$ cat src/rtl/ioctl_loader_pkg.sv
// ioctl_loader_pkg
//   Shared definitions for the HPS ioctl loader: FSM state encoding, ioctl
//   index codes, ROM region encodings and the ROM region map.
//   The region map is contiguous from download address 0. Each entry gives
//   the download start address, the region size and the memory base address.
package ioctl_loader_pkg;

  localparam int IOCTL_AW = 27;

  localparam logic [15:0] INDEX_ROM   = 16'd0;
  localparam logic [15:0] INDEX_DIPSW = 16'd254;

  localparam logic [1:0] REGION_MAIN  = 2'd0;
  localparam logic [1:0] REGION_SOUND = 2'd1;
  localparam logic [1:0] REGION_GFX   = 2'd2;
  localparam logic [1:0] REGION_PROM  = 2'd3;

  typedef enum logic [2:0] {
    ST_IDLE      = 3'd0,
    ST_ROM_DL    = 3'd1,
    ST_ROM_ISSUE = 3'd2,  // latched byte decoded, request being issued
    ST_MEM_WAIT  = 3'd3,
    ST_WAIT_HOLD = 3'd4,  // ack seen, WAIT still held to the HPS
    ST_DONE      = 3'd5,
    ST_DIP_DL    = 3'd6
  } state_e;

  typedef struct packed {
    logic [IOCTL_AW-1:0] start;
    logic [IOCTL_AW-1:0] size;
    logic [IOCTL_AW-1:0] base;
  } region_t;

  // Indexed by REGION_* encoding.
  localparam region_t REGION_TABLE [4] = '{
    '{27'h000_0000, 27'h002_0000, 27'h000_0000},  // main CPU
    '{27'h002_0000, 27'h000_8000, 27'h008_0000},  // sound CPU
    '{27'h002_8000, 27'h004_0000, 27'h010_0000},  // gfx
    '{27'h006_8000, 27'h000_0400, 27'h020_0000}   // PROM
  };

  // First address past a region.
  function automatic logic [IOCTL_AW-1:0] region_end(input region_t r);
    return r.start + r.size;
  endfunction

endpackage

$ cat src/rtl/ioctl_region_decode.sv
// ioctl_region_decode
//   Combinational ROM address decoder against REGION_TABLE.
//   Ports:
//     addr   - ROM download byte address
//     region - matching REGION_* encoding
//     offset - addr minus the region start
//     ovf    - addr lies past the last region (region/offset then invalid)
module ioctl_region_decode
  import ioctl_loader_pkg::*;
(
  input  logic [IOCTL_AW-1:0] addr,
  output logic [1:0]          region,
  output logic [IOCTL_AW-1:0] offset,
  output logic                ovf
);

  always_comb begin
    // NOTE: every output gets a default before the search loop so no path
    // leaves one unassigned, which would otherwise infer a latch.
    region = REGION_MAIN;
    offset = '0;
    ovf    = 1'b1;
    for (int i = 3; i >= 0; i--) begin
      if (addr >= REGION_TABLE[i].start && addr < region_end(REGION_TABLE[i])) begin
        region = 2'(i);
        offset = addr - REGION_TABLE[i].start;
        ovf    = 1'b0;
      end
    end
  end

endmodule

$ cat src/rtl/ioctl_loader_ctrl.sv
// ioctl_loader_ctrl
//   Sequences HPS ioctl downloads into the core. ROM bytes (index 0) are
//   decoded into one of four regions and forwarded over a req/ack memory
//   port with WAIT back-pressure; DIP-switch bytes (index 254) are captured
//   into o_DIPSW. Core reset is held until the ROM download completes.
//   Optional build macro IOCTL_LOADER_CHECKSUM_EN adds o_ROM_SUM, a 16-bit
//   wrapping sum of every ROM byte written to memory in the current download.
//   Ports:
//     i_HPSIO_CLK, i_RST_n            clock, async active-low reset
//     i_IOCTL_*                       HPS ioctl download interface
//     o_IOCTL_WAIT                    back-pressure to the HPS
//     o_MEM_REQ/ADDR/DATA/REGION      memory write request (held until ack)
//     i_MEM_ACK                       one-cycle memory acknowledge
//     o_DIPSW                         captured DIP bytes, byte n at [8n+7:8n]
//     o_ROM_LOADED, o_CORE_RST_n      load complete / core reset release
//     o_ERR_OVF                       sticky: ROM byte past the region map
module ioctl_loader_ctrl
  import ioctl_loader_pkg::*;
#(
  parameter int MEM_AW      = 22,
  parameter int DIPSW_BYTES = 8,
  parameter int WAIT_HOLD   = 2
) (
  input  logic                     i_HPSIO_CLK,
  input  logic                     i_RST_n,
  input  logic                     i_IOCTL_DOWNLOAD,
  input  logic [15:0]              i_IOCTL_INDEX,
  input  logic [26:0]              i_IOCTL_ADDR,
  input  logic [7:0]               i_IOCTL_DATA,
  input  logic                     i_IOCTL_WR,
  output logic                     o_IOCTL_WAIT,
  output logic                     o_MEM_REQ,
  output logic [MEM_AW-1:0]        o_MEM_ADDR,
  output logic [7:0]               o_MEM_DATA,
  output logic [1:0]               o_MEM_REGION,
  input  logic                     i_MEM_ACK,
  output logic [8*DIPSW_BYTES-1:0] o_DIPSW,
  output logic                     o_ROM_LOADED,
  output logic                     o_CORE_RST_n,
  output logic                     o_ERR_OVF
`ifdef IOCTL_LOADER_CHECKSUM_EN
  ,
  output logic [15:0]              o_ROM_SUM
`endif
);

  localparam bit         HOLD_EN   = (WAIT_HOLD != 0);
  localparam logic [2:0] HOLD_INIT = HOLD_EN ? 3'(WAIT_HOLD - 1) : 3'd0;

  state_e state, state_nxt;

  logic                dl_q;
  logic                dl_rise, dl_fall;
  logic                fall_pend, fall_seen;
  logic [IOCTL_AW-1:0] lat_addr;
  logic [7:0]          lat_data;
  logic [2:0]          hold_cnt;
  logic                done_cnt;
  logic [7:0]          drop_cnt;
  logic                rom_start, enter_done, wr_dropped;

  logic [1:0]          dec_region;
  logic [IOCTL_AW-1:0] dec_offset;
  logic                dec_ovf;

  assign dl_rise   = i_IOCTL_DOWNLOAD & ~dl_q;
  assign dl_fall   = ~i_IOCTL_DOWNLOAD & dl_q;
  // A download end seen while a byte is in flight must still end the load.
  assign fall_seen = fall_pend | dl_fall;

  ioctl_region_decode u_decode (
    .addr   (lat_addr),
    .region (dec_region),
    .offset (dec_offset),
    .ovf    (dec_ovf)
  );

  always_ff @(posedge i_HPSIO_CLK or negedge i_RST_n) begin
    // NOTE: sequential state uses non-blocking assignments so every register
    // samples pre-edge values regardless of statement order.
    if (!i_RST_n) state <= ST_IDLE;
    else          state <= state_nxt;
  end

  always_comb begin
    state_nxt    = state;
    rom_start    = 1'b0;
    o_MEM_REQ    = 1'b0;
    o_IOCTL_WAIT = 1'b0;
    case (state)
      ST_IDLE: begin
        if (dl_rise) begin
          if (i_IOCTL_INDEX == INDEX_ROM) begin
            state_nxt = ST_ROM_DL;
            rom_start = 1'b1;
          end else if (i_IOCTL_INDEX == INDEX_DIPSW) begin
            state_nxt = ST_DIP_DL;
          end
        end
      end
      ST_ROM_DL: begin
        if (i_IOCTL_WR)     state_nxt = ST_ROM_ISSUE;
        else if (fall_seen) state_nxt = ST_DONE;
      end
      ST_ROM_ISSUE: begin
        if (!dec_ovf)       state_nxt = ST_MEM_WAIT;
        else if (fall_seen) state_nxt = ST_DONE;
        else                state_nxt = ST_ROM_DL;
      end
      ST_MEM_WAIT: begin
        o_MEM_REQ    = 1'b1;
        o_IOCTL_WAIT = 1'b1;
        if (i_MEM_ACK) begin
          if (HOLD_EN)        state_nxt = ST_WAIT_HOLD;
          else if (fall_seen) state_nxt = ST_DONE;
          else                state_nxt = ST_ROM_DL;
        end
      end
      ST_WAIT_HOLD: begin
        o_IOCTL_WAIT = 1'b1;
        if (hold_cnt == 3'd0) state_nxt = fall_seen ? ST_DONE : ST_ROM_DL;
      end
      ST_DONE: begin
        if (done_cnt) state_nxt = ST_IDLE;
      end
      ST_DIP_DL: begin
        if (dl_fall) state_nxt = ST_IDLE;
      end
      default: state_nxt = ST_IDLE;
    endcase
  end

  assign enter_done = (state_nxt == ST_DONE) && (state != ST_DONE);
  assign wr_dropped = i_IOCTL_WR &&
                      (state == ST_ROM_ISSUE || state == ST_MEM_WAIT || state == ST_WAIT_HOLD);

  // NOTE: the byte latch carries no reset; it is always written in ROM_DL
  // before ROM_ISSUE reads it, so its power-up value is never observed.
  always_ff @(posedge i_HPSIO_CLK) begin
    if (state == ST_ROM_DL && i_IOCTL_WR) begin
      lat_addr <= i_IOCTL_ADDR;
      lat_data <= i_IOCTL_DATA;
    end
  end

  always_ff @(posedge i_HPSIO_CLK or negedge i_RST_n) begin
    if (!i_RST_n) begin
      dl_q         <= 1'b0;
      fall_pend    <= 1'b0;
      hold_cnt     <= 3'd0;
      done_cnt     <= 1'b0;
      drop_cnt     <= 8'd0;
      o_MEM_ADDR   <= '0;
      o_MEM_DATA   <= 8'd0;
      o_MEM_REGION <= REGION_MAIN;
      o_DIPSW      <= '1;
      o_ROM_LOADED <= 1'b0;
      o_CORE_RST_n <= 1'b0;
      o_ERR_OVF    <= 1'b0;
    end else begin
      dl_q <= i_IOCTL_DOWNLOAD;

      if (state == ST_IDLE) fall_pend <= 1'b0;
      else if (dl_fall)     fall_pend <= 1'b1;

      if (state == ST_ROM_ISSUE) begin
        if (dec_ovf) begin
          o_ERR_OVF <= 1'b1;
        end else begin
          o_MEM_ADDR   <= MEM_AW'(REGION_TABLE[dec_region].base + dec_offset);
          o_MEM_REGION <= dec_region;
          o_MEM_DATA   <= lat_data;
        end
      end

      if (state == ST_MEM_WAIT && i_MEM_ACK) hold_cnt <= HOLD_INIT;
      else if (hold_cnt != 3'd0)             hold_cnt <= hold_cnt - 3'd1;

      // done_cnt reads 0 in the first DONE cycle and 1 in the second.
      done_cnt <= (state == ST_DONE);

      if (rom_start) begin
        o_ROM_LOADED <= 1'b0;
        o_ERR_OVF    <= 1'b0;
        o_CORE_RST_n <= 1'b0;
      end
      if (enter_done)                o_ROM_LOADED <= 1'b1;
      if (state == ST_DONE && done_cnt) o_CORE_RST_n <= 1'b1;

      // Protocol violations: a WR while the HPS should be stalled.
      if (wr_dropped && drop_cnt != 8'hFF) drop_cnt <= drop_cnt + 8'd1;

      if (state == ST_DIP_DL && i_IOCTL_WR) begin
        for (int n = 0; n < DIPSW_BYTES; n++) begin
          if (i_IOCTL_ADDR == IOCTL_AW'(n)) o_DIPSW[8*n +: 8] <= i_IOCTL_DATA;
        end
      end
    end
  end

`ifdef IOCTL_LOADER_CHECKSUM_EN
  always_ff @(posedge i_HPSIO_CLK or negedge i_RST_n) begin
    if (!i_RST_n)                          o_ROM_SUM <= 16'd0;
    else if (rom_start)                    o_ROM_SUM <= 16'd0;
    else if (state == ST_MEM_WAIT && i_MEM_ACK) o_ROM_SUM <= o_ROM_SUM + {8'd0, o_MEM_DATA};
  end
`endif

endmodule

$ cat config.mk
export PLATFORM = sky130hd
export DESIGN_NAME = ioctl_loader_ctrl
export DESIGN_NICKNAME = d
export VERILOG_FILES = /design/src/rtl/ioctl_loader_pkg.sv /design/src/rtl/ioctl_region_decode.sv /design/src/rtl/ioctl_loader_ctrl.sv
export SDC_FILE = /design/constraint.sdc
export NUM_CORES = 1
export LEC_CHECK = 0
export ABC_CLOCK_PERIOD_IN_PS = 2900
export CORE_UTILIZATION = 45
export DETAILED_ROUTE_END_ITERATION = 16
export GPL_TIMING_DRIVEN = 0
export HOLD_SLACK_MARGIN = 0.05
export PLACE_DENSITY = 0.81
export REMOVE_ABC_BUFFERS = 1
export SETUP_SLACK_MARGIN = 0.3
export SYNTH_ARGS = -nofsm -noshare
export SYNTH_HDL_FRONTEND = slang
export SYNTH_SLANG_ARGS = --single-unit
$ cat constraint.sdc
create_clock -name i_HPSIO_CLK -period 2.9 [get_ports i_HPSIO_CLK]
set_clock_uncertainty 0.1 [all_clocks]
set_input_delay 0.29 -clock i_HPSIO_CLK [delete_from_list [all_inputs] [get_ports i_HPSIO_CLK]]
set_output_delay 0.29 -clock i_HPSIO_CLK [all_outputs]
set_load 0.005 [all_outputs]
==> results.md, run 1 <==
- N_diodes: 0
- Flop pwr share: 44.5%
- Dpl hpwl: 10600 µm
- Fin cells: 795
- Dpl cells: 744
- Worst EP required: 3.10 ns
- Power Dens Cells: just over 600 nW/µm²
- Post-place setup slack: -0.438 ns
- WP data arrival: 2.85 ns
- Area leader, netlist: dfstp_2
- Top-level I/O count: about 160
- CP startpoint kind: register
- FF-to-FF path depth: 8
- Max FO, Critical Path: 4
- CP endpoint kind: register
- Syn Area/Cell: roughly 14 µm²
- Via count: 4380
- Die W: 118 µm
- Clock buffer depth: 2
- Reg clk slew, reported paths: ~0.060 ns
- H-tree depth: 4
- Slew HR: around 43%
- FF+latch count, synth: 143
- 1st-iter DRT viols: about 240
- Synth unique cells: 62
- # port buffers: 156
- Final antenna-violating net count: 0
- Worst setup margin: 0.253 ns
- Fill count: between 900 and 1000
- Die area: 14000 µm²
- First-pass GRT wire length: 24300 µm
- Final setup violation count: 0
- Cell depth of the worst hold path: 1
- Combinational fraction of design power: between 15 and 20%
- Synth area leaders: dfstp_2, dfrtp_1, edfxtp_1, mux2_2, ha_1
- Fmax: 378 MHz
- Worst hold slack: 0.294 ns
- Register area share after synthesis: between 60% and 70%
- Status: completed
- DRT Pass-1 Iters: 6
- Drt wl/cell: between 15 and 20 µm
- Chip Height: 118 µm
- Number of flops mapped to enable cells by yosys: 35
- MaxCap Viol Count: 0
- Final Hold Viols: 0
- Total Routing Usage GR: 23.0%
- Clk_lat worst skew: 0.42 ns
- Cell count after synthesis: 424
- Synthesized area: 6100 µm²
- Net Sw Frac: between 20% and 30%
- Tmin final: 2.65 ns
- Initial core utilization: 46.1%
- Tcrit/Tclk final: 91.3%
- Via/cell ratio: 5.51
- Cell Rows: 42
- Asr flop ratio synth: 75.5%
- Post-route DRC violation count: 0
- Synth Flop Type: dfstp_2
- Synth warn: 0
- RSZ-0062 raised after global routing: true
- Worst min-delay path category: primary input to register
- Critical path type: register to register
- Area Growth Syn to Fin: 44.1%
- Internal power: ~4.0 mW
- Post-synth top area share: 27.6%
- Sw power: 1.41 mW
- Total Routed Length: between 15000 and 20000 µm
- Vias in the first global route: 4572
- CTS root buf: clkbuf_16
- CTS tree: done
- Pin count of the biggest net entering global routing: 59
- Worst slew pin tran: 0.861 ns
- Total gr overflow: 0
- Clock sinks: 143
- Initial antenna violation count: 0
- Worst-case vdd ir drop: 396 µV
- Clock network power share: 40.0%
- CTS buffer count: 17
- Core outline area: 13200 µm²
- Final Max Slew Viols: 0
- GP Congestion: 0.957
- Proportion of layout cells with a drive suffix above 1: 38.3%
- Nets: 671
- Lkg Pwr: 3.53 nW
## synthesized netlist by cell type, types with 2 or more instances
master    number
nor3b_4        2
xnor2_1        4
buf_2          6
mux2i_1        2
mux2_2        89
o21ai_0       10
a211oi_1       2
dfrtp_1       44
a21oi_1       13
ha_1           8
nand3_1        3
and3b_1        2
nor4_1        12
nor3_1        12
a31oi_1        5
and3_1         4
dfstp_2       64
nand2b_1       2
edfxtp_1      35
xor2_1         3
clkbuf_1       5
nand3b_1       2
nor2b_1        5
nand4_1        6
buf_6          2
inv_1         18
nand2_1       13
o21a_1         2
nor2_1        12
a22o_1         3
and2_1         3
## sequential cells by signal (all words and copies together), names as in the netlist
| register | cells |
|---|---|
| o_CORE_RST_n | 1 |
| done_cnt | 1 |
| o_MEM_DATA | 8 |
| lat_addr | 27 |
| dl_q | 1 |
| state | 3 |
| o_MEM_REGION | 2 |
| o_MEM_ADDR | 22 |
| fall_pend | 1 |
| o_ERR_OVF | 1 |
| o_DIPSW | 64 |
| hold_cnt | 3 |
| o_ROM_LOADED | 1 |
| lat_data | 8 |
## stage by stage
step	total power [mW]	cell area [µm²]	utilization [%]	TNS, ns
floorplan	2.83	6030	-	0
global placement	3.14	7810	59.0	-184.02
detailed placement	3.19	7840	59.2	-7.88
CTS	5.41	8680	65.5	0
global route	5.65	8790	66.4	0
finish	5.42	8790	66.4	0
## final timing paths
path,from,to,slack [ns]
hold reg to reg,lat_data[4],o_MEM_DATA[4],0.38
setup / recovery,lat_addr[10],o_MEM_ADDR[20],0.25
min in group asynchronous,i_RST_n,o_MEM_REGION[0],0.33
max in group asynchronous,i_RST_n,o_DIPSW[7],1.60
setup reg to reg,lat_addr[10],o_MEM_ADDR[20],0.25
hold / removal,i_IOCTL_DOWNLOAD,dl_q,0.29
## timing repair
item | CTS | global route
endpoints found under the hold margin | 14 | 0
setup buffers | 13 | 5
gates resized for setup | 16 | 18
endpoints found under the setup margin | 70 | 81
pin swaps | 8 | 4
hold buffers | 1 | 0
## cell usage in the layout (no fill, tap or decap), types with 10 or more instances in the layout
cell type          n
a21oi_1           12
buf_4             14
clkbuf_16         21
clkdlybuf4s50_1  155
dfrtp_1           44
dfstp_2           64
edfxtp_1          35
inv_1             16
mux2_2            89
nand2_1           12
nor2_1            11
nor3_1            10
## power groups by stage
stage,clock network [mW],registers [mW],logic [mW]
final,2.17,2.41,0.843
after global routing,2.29,2.43,0.931
after CTS,2.20,2.40,0.800
after detailed placement,0,2.43,0.761
after global placement,0,2.42,0.720
after floorplan,0,2.40,0.430
## critical path, stage by stage (launching register included)
cell	delay [ns]
edfxtp_1	0.43
nor3_2	0.38
nand4_1	0.16
buf_6	0.17
o41ai_4	0.24
nand3_1	0.13
a31oi_2	0.24
fa_1	0.41
mux2_2	0.27
## final cells by class
class / count / area (µm²) / area share [%]
Clock buffer: 26 / 574 / 6.53
Clock inverter: 6 / 38.8 / 0.441
Inverter: 18 / 67.6 / 0.768
Multi-Input combinational cell: 250 / 2270 / 25.9
Sequential cell: 143 / 3830 / 43.6
Tap cell: 176 / 220 / 2.50
Timing Repair Buffer: 176 / 1790 / 20.3
## cell families after synthesis
family | count (synthesis) | share of synthesized area [%]
DFF | 143 | 62.8
AOI/OAI and AO/OA | 52 | 5.87
buffers and inverters | 31 | 2.28
xor gates and xnor gates | 7 | 1.00
and+or+nand+nor | 89 | 9.04
adders and majority gates | 9 | 1.97
other | 1 | 0.0615
muxes | 92 | 16.9
## per-layer routing
layer	track usage, %	part of all wire (%)	up-vias
met5	0	0	-
met4	8.15	1.8	0
met3	10.2	10	41
met2	39.3	51	211
met1	25.2	37	2196
li1	-	-	1932
No activity file was read; power rests on OpenSTA's default activity.
==> run 2, diff against run 1 <==
--- a/config.mk
+++ b/config.mk
@@ -6,6 +6,7 @@
 export NUM_CORES = 1
 export LEC_CHECK = 0
 export ABC_CLOCK_PERIOD_IN_PS = 2900
+export CORE_MARGIN = 8
 export CORE_UTILIZATION = 45
 export DETAILED_ROUTE_END_ITERATION = 16
 export GPL_TIMING_DRIVEN = 0
@@ -13,6 +14,7 @@
 export PLACE_DENSITY = 0.81
 export REMOVE_ABC_BUFFERS = 1
 export SETUP_SLACK_MARGIN = 0.3
+export SLEW_MARGIN = 10
 export SYNTH_ARGS = -nofsm -noshare
 export SYNTH_HDL_FRONTEND = slang
 export SYNTH_SLANG_ARGS = --single-unit
==> run 2 against run 1 <==
Effect of this change:
- fmax fell by 0.22%
- power decreased by 4.3%
- clock power fell by 12%
- worst hold slack worse by 0.015 ns
- die area is 25% higher
- register-to-register slack barely moved
- setup slack got worse by 0.0060 ns
- first-iteration DRC count up 73%
==> results.md, run 2 (synthesis results as in run 1) <==
- Status: completed
- Dpl hpwl: 11600 µm (+9.6%)
- CP Depth: 7 (-1)
- First-pass GRT wire length: 26600 µm (+9.7%)
- Slew HR: 42.9% (+0.26 points)
- Final setup TNS: 0 ns (unchanged)
- H-tree depth: 4 (unchanged)
- WP data arrival: 2.80 ns (-0.05 ns)
- Final setup violation count: 0 (unchanged)
- CTS tree: done
- Lkg Pwr: 3.48 nW (-1.3%)
- CP max stage delay: 0.48 ns (+0.05 ns)
- Critical path buffers and inverters: 1 (unchanged)
- Top-level I/O count: 157 (unchanged)
- Tcrit/Tclk final: 91.5% (+0.21 points)
- Critical path type: register to register
- CP cell instances: inv_2 -> ha_1 -> nand2b_1 -> a2111o_1 -> o211a_2 -> o22ai_1 -> a41oi_1
- Die W: 132 µm (+12%)
- Power Dens Cells: 595 nW/µm² (-3.5%)
- Post-place setup slack: -0.330 ns (+0.107 ns)
- CP endpoint kind: register
- CP endpoint: o_MEM_ADDR[16]
- Cell Rows: 42 (unchanged)
- Initial antenna violation count: 0 (unchanged)
- R2R Path End: o_MEM_ADDR[16]
- GP Congestion: 0.905 (-5.4%)
- Vias in the first global route: 4827 (+5.6%)
- N_diodes: 0 (unchanged)
- Clock sinks: 143 (unchanged)
- Biggest regs: o_DIPSW x64, lat_addr x27, o_MEM_ADDR x22
- Worst hold slack: 0.279 ns (-0.0150 ns)
- Most frequent cells in the layout: clkdlybuf4s50_1, mux2_2, dfstp_2, dfrtp_1, edfxtp_1
- RSZ-0062 raised after global routing: true
- Clk_lat worst skew: 0.42 ns (about the same)
- Nets: 669 (-0.30%)
- Final Max Slew Viols: 0 (unchanged)
- DRT Pass-1 Iters: 6 (unchanged)
- Largest Register: o_DIPSW
- Tmin final: 2.65 ns (+0.00596 ns)
- Final antenna-violating net count: 0 (unchanged)
- Worst EP required: 3.05 ns (-0.05 ns)
- Total gr overflow: 0 (unchanged)
- Largest register FFs: 64 (unchanged)
- Via/cell ratio: 5.48 (-0.55%)
- Final core occ: 65.8% (-0.56 points)
- Max FO, Critical Path: 16 (+12)
- CP top delay family: compound AO/OA/AOI/OAI gates
- Fmax: 377 MHz (-0.22%)
- Die area: 17500 µm² (+25%)
- CP startpoint kind: register
- Slowest-stage cell, CP: a2111o_1
- Drt wl/cell: 21.4 µm (+8.2%)
- Crit path from: lat_addr[16]
- Worst slew pin tran: 0.857 ns (-0.00386 ns)
- Worst setup margin: 0.247 ns (-0.00596 ns)
- Worst-case vdd ir drop: 371 µV (-6.2%)
- CTS root buf: clkbuf_16
- Chip Height: 132 µm (+12%)
- Cell area after layout: 8720 µm² (-0.84%)
- Via count: 4334 (-1.1%)
- Clock buffer depth: 2 (unchanged)
- Post-route DRC violation count: 0 (unchanged)
- MaxCap Viol Count: 0 (unchanged)
- Total Routed Length: 16900 µm (+7.7%)
- Total Routing Usage GR: 19.5% (-3.5 points)
- Reg2reg start: lat_addr[16]
- Commonest non-fill, non-tap cell in the layout: clkdlybuf4s50_1
- Area Growth Syn to Fin: 42.9%
- Proportion of layout cells with a drive suffix above 1: 37.6% (-0.73 points)
- Initial core utilization: 46.1% (unchanged)
- CTS buffer count: 17 (unchanged)
- 1st-iter DRT viols: 421 (+73%)
- Fin cells: 791 (-0.50%)
- Worst min-delay path category: primary input to async pin
- Reg clk slew, reported paths: 0.06 ns (about the same)
- Dpl cells: 744 (unchanged)
- Placed Area: 7840 µm² (about the same)
- Setup slack, reg-to-reg: 0.25 ns (about the same)
- Core outline area: 13200 µm² (unchanged)
- Final Hold Viols: 0 (unchanged)
- FF-to-FF path depth: 7 (-1)
- Final Power: 5.19 mW (-4.3%)
- # port buffers: 156 (unchanged)
- Fill count: 934 (-0.64%)
- Pin count of the biggest net entering global routing: 62 (+5.1%)
[run 2: cell types whose count changed in the layout (fill, tap and decap cells not counted), moves of 2 or more]
cell / change
clkbuf_8: -2
clkbuf_1: +2
clkbuf_16: -3
buf_4: -4
clkinv_4: -2
clkinv_2: +2
[run 2: layout make-up]
| class | count | area (µm²) | share of cell area (%) |
|---|---|---|---|
| clock buffer | 23 | 479 | 5.50 |
| clock inverter | 7 | 37.5 | 0.430 |
| inverter | 18 | 67.6 | 0.775 |
| multi-input combinational | 250 | 2290 | 26.3 |
| sequential | 143 | 3830 | 44.0 |
| tap | 176 | 220 | 2.53 |
| timing repair buffer | 174 | 1790 | 20.5 |
[run 2: power breakdown]
| part | switching, mW | leakage, nW | internal [mW] |
|---|---|---|---|
| Clock | 0.774 | 0.262 | 1.15 |
| Sequential | 0.143 | 1.57 | 2.27 |
| Combinational | 0.472 | 1.65 | 0.377 |
[run 2: what timing repair did]
item,in CTS,in global routing
pin swaps,7,6
setup endpoints to repair,63,72
endpoints found under the hold margin,29,0
hold buffers,1,0
gates resized for setup,22,15
buffers inserted,13,3
[run 2: how the worst min path moves through the flow]
stage          cells after the start  slack, ns         endpoint             start
4_1_cts                            1       0.26             dl_q  i_IOCTL_DOWNLOAD
3_5_place_dp                       1       0.16  o_MEM_REGION[1]           i_RST_n
2_1_floorplan                      0      -0.11             dl_q           i_RST_n
5_1_grt                            1       0.28             dl_q  i_IOCTL_DOWNLOAD
6_report                           2       0.28  o_MEM_REGION[1]           i_RST_n
3_3_place_gp                       1       0.36    o_MEM_DATA[0]       lat_data[0]
[run 2: layer usage]
layer	global-route usage, %	part of all wire (%)	up-vias
met4	6.75	1.5	0
li1	-	-	1933
met3	8.67	10	31
met2	33.0	49	210
met1	21.3	39	2160
met5	0	0	-
